$ cat src/rtl/vga_pkg.sv
// Shared types and sizes for the VGA framebuffer arbiter.
package vga_pkg;

    localparam int FB_ADDR_W = 15;
    localparam int FB_WORDS  = 1 << FB_ADDR_W;

    typedef enum logic [1:0] {IDLE, SERVE, ACK} fb_arb_state_t;
    typedef enum logic {OWNER_VGA, OWNER_CPU} fb_owner_t;

endpackage

$ cat src/rtl/vga_fb_arbiter.sv
// Arbitrates a single-port framebuffer RAM between VGA fetches (priority) and CPU accesses.
// Optional macro VGA_FB_FAIRNESS_EN lets a waiting CPU in after three consecutive VGA grants.
module vga_fb_arbiter
    import vga_pkg::*;
#(
    parameter int ADDR_W = FB_ADDR_W
) (
    input  logic              clk,
    input  logic              reset,
    input  logic              fb_access,
    input  logic [15:0]       fb_address,
    output logic              fb_ack,
    output logic [15:0]       fb_data,
    input  logic              cs,
    input  logic [ADDR_W-1:0] data_m_addr,
    input  logic              data_m_wr_en,
    input  logic [1:0]        data_m_bytesel,
    input  logic [15:0]       data_m_data_in,
    output logic [15:0]       data_m_data_out,
    output logic              data_m_ack,
    output logic [ADDR_W-1:0] ram_addr,
    output logic              ram_wr_en,
    output logic [1:0]        ram_be,
    output logic [15:0]       ram_wdata,
    input  logic [15:0]       ram_rdata
);

    fb_arb_state_t     state_q;
    fb_owner_t         owner_q;
    logic              isWrite_q;
    logic [ADDR_W-1:0] ramAddr_q;
    logic              ramWrEn_q;
    logic [1:0]        ramBe_q;
    logic [15:0]       ramWdata_q;
    logic              fbAck_q;
    logic [15:0]       fbData_q;
    logic              dataMAck_q;
    logic [15:0]       dataMOut_q;

    logic              grantVga;
    logic              grantCpu;

    // The VGA port carries a 16-bit address but only the low ADDR_W bits select a word.
    if (ADDR_W < 16) begin : gFbAddrHigh
        logic unusedFbAddrHigh;
        assign unusedFbAddrHigh = ^fb_address[15:ADDR_W];
    end

`ifdef VGA_FB_FAIRNESS_EN
    logic [1:0] vgaStreak_q;
    logic [1:0] vgaStreak_d;

    // A streak of three VGA grants under a pending CPU request hands the next slot to the CPU.
    always_comb begin
        grantCpu    = cs && (!fb_access || vgaStreak_q == 2'd3);
        grantVga    = fb_access && !grantCpu;
        vgaStreak_d = vgaStreak_q;
        if (state_q == IDLE) begin
            if (grantCpu) begin
                vgaStreak_d = 2'd0;
            end else if (grantVga) begin
                if (!cs) begin
                    vgaStreak_d = 2'd0;
                end else if (vgaStreak_q != 2'd3) begin
                    vgaStreak_d = vgaStreak_q + 2'd1;
                end
            end
        end
    end

    always_ff @(posedge clk or posedge reset) begin
        if (reset) begin
            vgaStreak_q <= 2'd0;
        end else begin
            vgaStreak_q <= vgaStreak_d;
        end
    end
`else
    always_comb begin
        grantVga = fb_access;
        grantCpu = cs && !fb_access;
    end
`endif

    // RAM strobes are registered on the grant edge so they are stable throughout SERVE.
    always_ff @(posedge clk or posedge reset) begin
        if (reset) begin
            state_q    <= IDLE;
            owner_q    <= OWNER_VGA;
            isWrite_q  <= 1'b0;
            ramAddr_q  <= '0;
            ramWrEn_q  <= 1'b0;
            ramBe_q    <= 2'b00;
            ramWdata_q <= 16'h0000;
            fbAck_q    <= 1'b0;
            fbData_q   <= 16'h0000;
            dataMAck_q <= 1'b0;
            dataMOut_q <= 16'h0000;
        end else begin
            fbAck_q    <= 1'b0;
            dataMAck_q <= 1'b0;
            case (state_q)
                IDLE: begin
                    if (grantVga) begin
                        owner_q   <= OWNER_VGA;
                        isWrite_q <= 1'b0;
                        ramAddr_q <= fb_address[ADDR_W-1:0];
                        ramWrEn_q <= 1'b0;
                        ramBe_q   <= 2'b00;
                        state_q   <= SERVE;
                    end else if (grantCpu) begin
                        owner_q    <= OWNER_CPU;
                        isWrite_q  <= data_m_wr_en;
                        ramAddr_q  <= data_m_addr;
                        ramWrEn_q  <= data_m_wr_en;
                        ramBe_q    <= data_m_wr_en ? data_m_bytesel : 2'b00;
                        ramWdata_q <= data_m_data_in;
                        state_q    <= SERVE;
                    end
                end
                SERVE: begin
                    ramWrEn_q <= 1'b0;
                    ramBe_q   <= 2'b00;
                    state_q   <= ACK;
                end
                ACK: begin
                    if (owner_q == OWNER_VGA) begin
                        fbAck_q  <= 1'b1;
                        fbData_q <= ram_rdata;
                    end else begin
                        dataMAck_q <= 1'b1;
                        if (!isWrite_q) begin
                            dataMOut_q <= ram_rdata;
                        end
                    end
                    state_q <= IDLE;
                end
                default: begin
                    state_q <= IDLE;
                end
            endcase
        end
    end

    assign fb_ack          = fbAck_q;
    assign fb_data         = fbData_q;
    assign data_m_ack      = dataMAck_q;
    assign data_m_data_out = dataMOut_q;
    assign ram_addr        = ramAddr_q;
    assign ram_wr_en       = ramWrEn_q;
    assign ram_be          = ramBe_q;
    assign ram_wdata       = ramWdata_q;

endmodule

$ cat config.mk
export PLATFORM = sky130hd
export DESIGN_NAME = vga_fb_arbiter
export DESIGN_NICKNAME = d
export VERILOG_FILES = /design/src/rtl/vga_pkg.sv /design/src/rtl/vga_fb_arbiter.sv
export SDC_FILE = /design/constraint.sdc
export NUM_CORES = 1
export LEC_CHECK = 0
export ABC_CLOCK_PERIOD_IN_PS = 2690
export CAP_MARGIN = 40
export CORE_MARGIN = 8
export CORE_UTILIZATION = 45
export CTS_BUF_LIST = sky130_fd_sc_hd__clkbuf_4 sky130_fd_sc_hd__clkbuf_8
export DETAILED_ROUTE_END_ITERATION = 8
export DONT_BUFFER_PORTS = 1
export GPL_ROUTABILITY_DRIVEN = 0
export PLACE_DENSITY = 0.7
export RECOVER_POWER = 100
export REMOVE_ABC_BUFFERS = 1
export SLEW_MARGIN = 5
export SYNTH_ARGS = -nofsm -noshare
export SYNTH_HDL_FRONTEND = slang
export SYNTH_SLANG_ARGS = --single-unit
$ cat constraint.sdc
create_clock -name clk -period 2.69 [get_ports clk]
set_input_delay 0 -clock clk [delete_from_list [all_inputs] [get_ports clk]]
set_output_delay 0 -clock clk [all_outputs]
set_load 0.1 [all_outputs]
==> run metrics, run 1 <==
post-synthesis register bit count=72; Synth area leaders=dfrtp_1, mux2_2, mux2_4; Syn Inst Count=179; Final Skew=0.009355 ns; Critical Path End Type=flop; unrepaired setup endpoints after global routing=false; synth unique cells=19; Initial Utilization=46.08%; cell area after synthesis=0.002909 mm^2; WP data arrival=2.78 ns; Synthesis Warnings=0; vias=2097; Post-Route WL=10070 um; Ports=138; Post-synth ARST share=100.0%; Die Wd=96.40 um; Post-CTS Setup Bufs=0; drt drc=0; CTS buffer count=9; Fillers=452; Yosys top cell area share=61.94%; die footprint=0.009293 mm^2; post-synthesis sequential area ratio=61.94%; Final nets=394; HP Class=primary input to async pin; clock latency on the worst-skew pair=0.33 ns; R2R cell count=4; Initial DRC Count=53; max_cap viols=2; area leader, netlist=dfrtp_1; gr usage total=20.88%; reg2reg setup slack=0.23 ns; critical path class=primary input to flop; Placement Rows=29; Setup TNS=0 ns; capturing point of the worst reg2reg path=ram_be[1]; required time of the critical path=2.95 ns; Mapped Avg Cell Area=16.25 um^2; Most used DFF post-synth=dfrtp_1; Routed Antenna Nets=0; Post-synth top cells=dfrtp_1, mux2_2, mux2_4; fraction of layout cells with a size suffix above 1=25.08%; fmax=396.2 MHz; Reg clk slew, reported paths=0.07 ns; reg2reg start=ram_be[1]; Area growth syn-to-layout=40.30%; Vert. Die Dim=96.40 um; # diodes=0; Core Box Area=0.006314 mm^2; final setup violating endpoints=0; Wirelength per Cell=24.92 um; Worst slew margin=-20.99%; H-tree levels=3; status=complete, but fails checks; GR Overflow Total=0; Pins Over Slew Limit=61; CTS sink count=72; initial antenna violation count=0; CTS tree=built; CP Launch Type=primary input; largest net degree at the start of global routing=45; Worst Tran Pin Value=1.815 ns; Tcrit/Tclk final=93.82%; Root Driver=clkbuf_8; min Tclk post-route=2.524 ns; vias in the first global route=2558; failing checks=capacitance limit, slew limit; port buffer count=0; drt first pass iters=4; dpl hpwl=6201 um; first-pass GRT wire length=14430 um; Max clock buf depth=2; most frequent cell after synthesis=dfrtp_1; vias per inst=5.191; number of synthesized flops with an enable pin=0; Final Hold Fails=0; CP Max Fanout=17
==> sequential cells by signal (all words and copies together) (netlist names) <==
register         cells
ram_addr            15
fb_ack               1
data_m_data_out     16
ram_be               2
ram_wr_en            1
state_q              2
ram_wdata           16
owner_q              1
data_m_ack           1
fb_data             16
isWrite_q            1
==> worst max-delay path, stage by stage <==
cell and delay (ns):
dlygate4sd3_1 0.84, nor4b_4 0.80, buf_4 0.32, nand3_1 0.13
nand2_1 0.10, dlygate4sd3_1 0.59
==> layout make-up <==
| type | count | area [um^2] | share of cell area [%] |
|---|---|---|---|
| Sequential cell | 72 | 1802 | 44.14 |
| Inverter | 2 | 7.507 | 0.1839 |
| Timing Repair Buffer | 142 | 987.2 | 24.19 |
| Clock buffer | 14 | 180.2 | 4.414 |
| Multi-Input combinational cell | 97 | 1008 | 24.71 |
| Tap cell | 77 | 96.34 | 2.361 |
==> layer usage <==
| layer | GRT usage, % | part of all wire (%) |
|---|---|---|
| met5 | 0 | 0 |
| met4 | 5.801 | 1.2 |
| met3 | 8.578 | 9.6 |
| met2 | 37.80 | 53 |
| met1 | 21.77 | 36 |
==> how the worst max path moves through the flow <==
stage,from,to,slack [ns],depth (start not counted)
after floorplan,state_q[0],data_m_data_out[10],0.46,3
after global placement,state_q[0],ram_wdata[10],0.88,3
after detailed placement,state_q[0],ram_wdata[13],0.77,3
after CTS,fb_access,ram_be[0],0.33,6
after global routing,fb_access,ram_be[1],0.06,6
final,fb_access,ram_be[1],0.17,6
==> layout by cell type (no fill, tap or decap) <==
cell             n
nor3b_1          1
clkbuf_4         2
clkbuf_8        12
a22o_1           1
clkbuf_1        69
nor2_1           1
nor2b_1          2
mux2_4           2
dfrtp_1         72
nand3_1          2
nor3_1           1
a21o_1           1
inv_1            2
nand2_1          4
and3b_1          1
o21ai_0          3
dlymetal6s4s_1   1
mux2_1          13
dlygate4sd3_1   70
nor4b_4          1
o21ai_1          1
buf_4            2
mux2_2          63
==> through the flow <==
stage          instance area [um^2]  setup WS, ns  utilization [%]  cells  hold WS, ns
2_1_floorplan                  2854        0.4602                -    171       0.1054
5_1_grt                        4081       0.06059            64.65    404      0.01330
6_report                       4081        0.1661            64.65    404      0.01424
3_5_place_dp                   4693        0.7662            74.34    316       0.1220
3_3_place_gp                   3014        0.8796            47.74    255      0.07246
4_1_cts                        5574        0.3275            88.29    400      0.01663
==> logic make-up (layout without fill, tap and decap cells) <==
family / after synthesis / in the layout / synth area share [%]
flip-flops: 72 / 72 / 61.94
buffers and inverters: 10 / 158 / 2.151
AND/OR/NAND/NOR: 13 / 13 / 3.053
multiplexers: 78 / 78 / 31.48
AO/OA/AOI/OAI: 6 / 6 / 1.376
==> repair_timing <==
action                     CTS  global route
hold buffers                70             0
resized for setup            0             0
hold endpoints to repair   111             0
setup endpoints to repair    0             0
Power of run 1 is not shown: default switching activity piles up to over one toggle a cycle in this logic, so the estimate is an artifact.
==> run 2: changes to the inputs <==
--- a/config.mk
+++ b/config.mk
@@ -15,7 +15,6 @@
 export GPL_ROUTABILITY_DRIVEN = 0
 export PLACE_DENSITY = 0.7
 export RECOVER_POWER = 100
-export REMOVE_ABC_BUFFERS = 1
 export SLEW_MARGIN = 5
 export SYNTH_ARGS = -nofsm -noshare
 export SYNTH_HDL_FRONTEND = slang
==> run metrics, run 2 (synthesis results as in run 1) <==
status=complete, but fails checks; failing checks=capacitance limit; footprint of the multi-input gates=0.001008 mm^2 (unchanged); initial antenna violation count=0 (unchanged); Root Driver=clkbuf_8; Final nets=395 (+0.25%); Resize count post-CTS=0 (unchanged); die footprint=0.009293 mm^2 (unchanged); register area=0.001802 mm^2 (unchanged); M2 GR Usage=41.77% (+4.0 points); Final Hold Fails=0 (unchanged); WP data arrival=2.72 ns (-0.06 ns); vias in the first global route=2596 (+1.5%); Max clock buf depth=2 (unchanged); drt drc=0 (unchanged); Initial DRC Count=119 (+120%); max_cap viols=1 (-1); Pins Over Slew Limit=0 (-100%); vias=2217 (+5.7%); final setup violating endpoints=0 (unchanged); Area growth syn-to-layout=43.05%; CTS tree=built; Critical Path End Type=flop; Wirelength per Cell=27.62 um (+11%); Die Wd=96.40 um (unchanged); Tcrit/Tclk final=90.67% (-3.2 points); Place WS=0.8410 ns (+0.07480 ns); Post-CTS Setup Bufs=0 (unchanged); hold_buf cts=71 (+1.4%); first-pass GRT wire length=15080 um (+4.5%); dpl hpwl=6736 um (+8.6%); unrepaired setup endpoints after global routing=false; fmax=410.0 MHz (+3.5%); Final Skew=0.009061 ns (-0.0002936 ns); Routed Antenna Nets=0 (unchanged); gr usage total=22.36% (+1.5 points); GR Overflow Total=0 (unchanged); drt first pass iters=4 (unchanged); Post-Route WL=11240 um (+12%); Ports=138 (unchanged); largest net degree at the start of global routing=29 (-36%); most frequent cells in the layout=dfrtp_1, dlygate4sd3_1, clkbuf_1; Worst Tran Pin Value=1.490 ns (-0.3253 ns); Setup TNS=0 ns (unchanged); critical path class=primary input to flop; clock latency on the worst-skew pair=0.36 ns (+0.03 ns); GR Util met1=22.11% (+0.34 points); H-tree levels=3 (unchanged); CTS buffer count=9 (unchanged); vias per inst=5.447 (+4.9%); Placement Rows=29 (unchanged); HP Class=primary input to flop; CP Launch Type=primary input; GRT busiest layer=met2; Vert. Die Dim=96.40 um (unchanged); Fillers=443 (-2.0%); required time of the critical path=2.97 ns (+0.02 ns); # diodes=0 (unchanged); min Tclk post-route=2.439 ns (-0.08484 ns); Initial Utilization=46.08% (unchanged); CP Max Fanout=17 (unchanged); Core Box Area=0.006314 mm^2 (unchanged); met3 Use GR=8.655% (+0.077 points); CTS sink count=72 (unchanged); Worst slew margin=0.03111% (+21 points); Reg clk slew, reported paths=0.07 ns (about the same); port buffer count=0 (unchanged); commonest non-fill, non-tap cell in the layout=dfrtp_1; fraction of layout cells with a size suffix above 1=23.94% (-1.1 points); setup slack after layout=0.2510 ns (+0.08484 ns); Syn Nets=249
-- run 2: worst paths after layout --
check | end | cells past startpoint | slack, ns | start
min | ram_be[1] | 3 | 0.13 | cs
max | ram_be[0] | 6 | 0.25 | fb_access
max in group asynchronous | ram_be[1] | 4 | 0.59 | reset
min reg2reg | ram_wdata[13] | 1 | 0.51 | ram_wdata[13]
min in group asynchronous | data_m_data_out[15] | 2 | 0.35 | reset
max reg2reg | ram_be[0] | 5 | 0.41 | state_q[0]
-- run 2: through the flow --
stage / std cells / instance area [um^2] / hold WS, ns / util (%)
after detailed placement: 319 / 4768 / -0.02605 / 75.53
after CTS: 406 / 5728 / 0.004478 / 90.73
after global placement: 255 / 3014 / 0.1161 / 47.74
after floorplan: 179 / 2909 / 0.1054 / -
after global routing: 407 / 4161 / 0.1382 / 65.91
final: 407 / 4161 / 0.1335 / 65.91
-- run 2: final cells by class --
type	count	share of cell area, %
inverters	2	0.1804
multi-input cells	97	24.23
repair buffers	143	23.99
clock inverters	5	2.496
flip-flops and latches	72	43.30
well taps	77	2.315
clock buffers	11	3.488
-- run 2: metal layers --
layer  part of all wire [%]  vias to the layer above
li1                       -                      922
met1                     35                     1130
met2                     53                      137
met3                    8.3                       28
met4                    3.3                        0
met5                      0                        -
-- run 2: worst max-delay path: stages --
cell and delay (ns):
dlygate4sd3_1 0.85, nor4b_4 0.43, dlygate4sd3_1 0.64, nand3_1 0.10, nand2_1 0.09, dlygate4sd3_1 0.59
Power of run 2 is left out for the same reason.
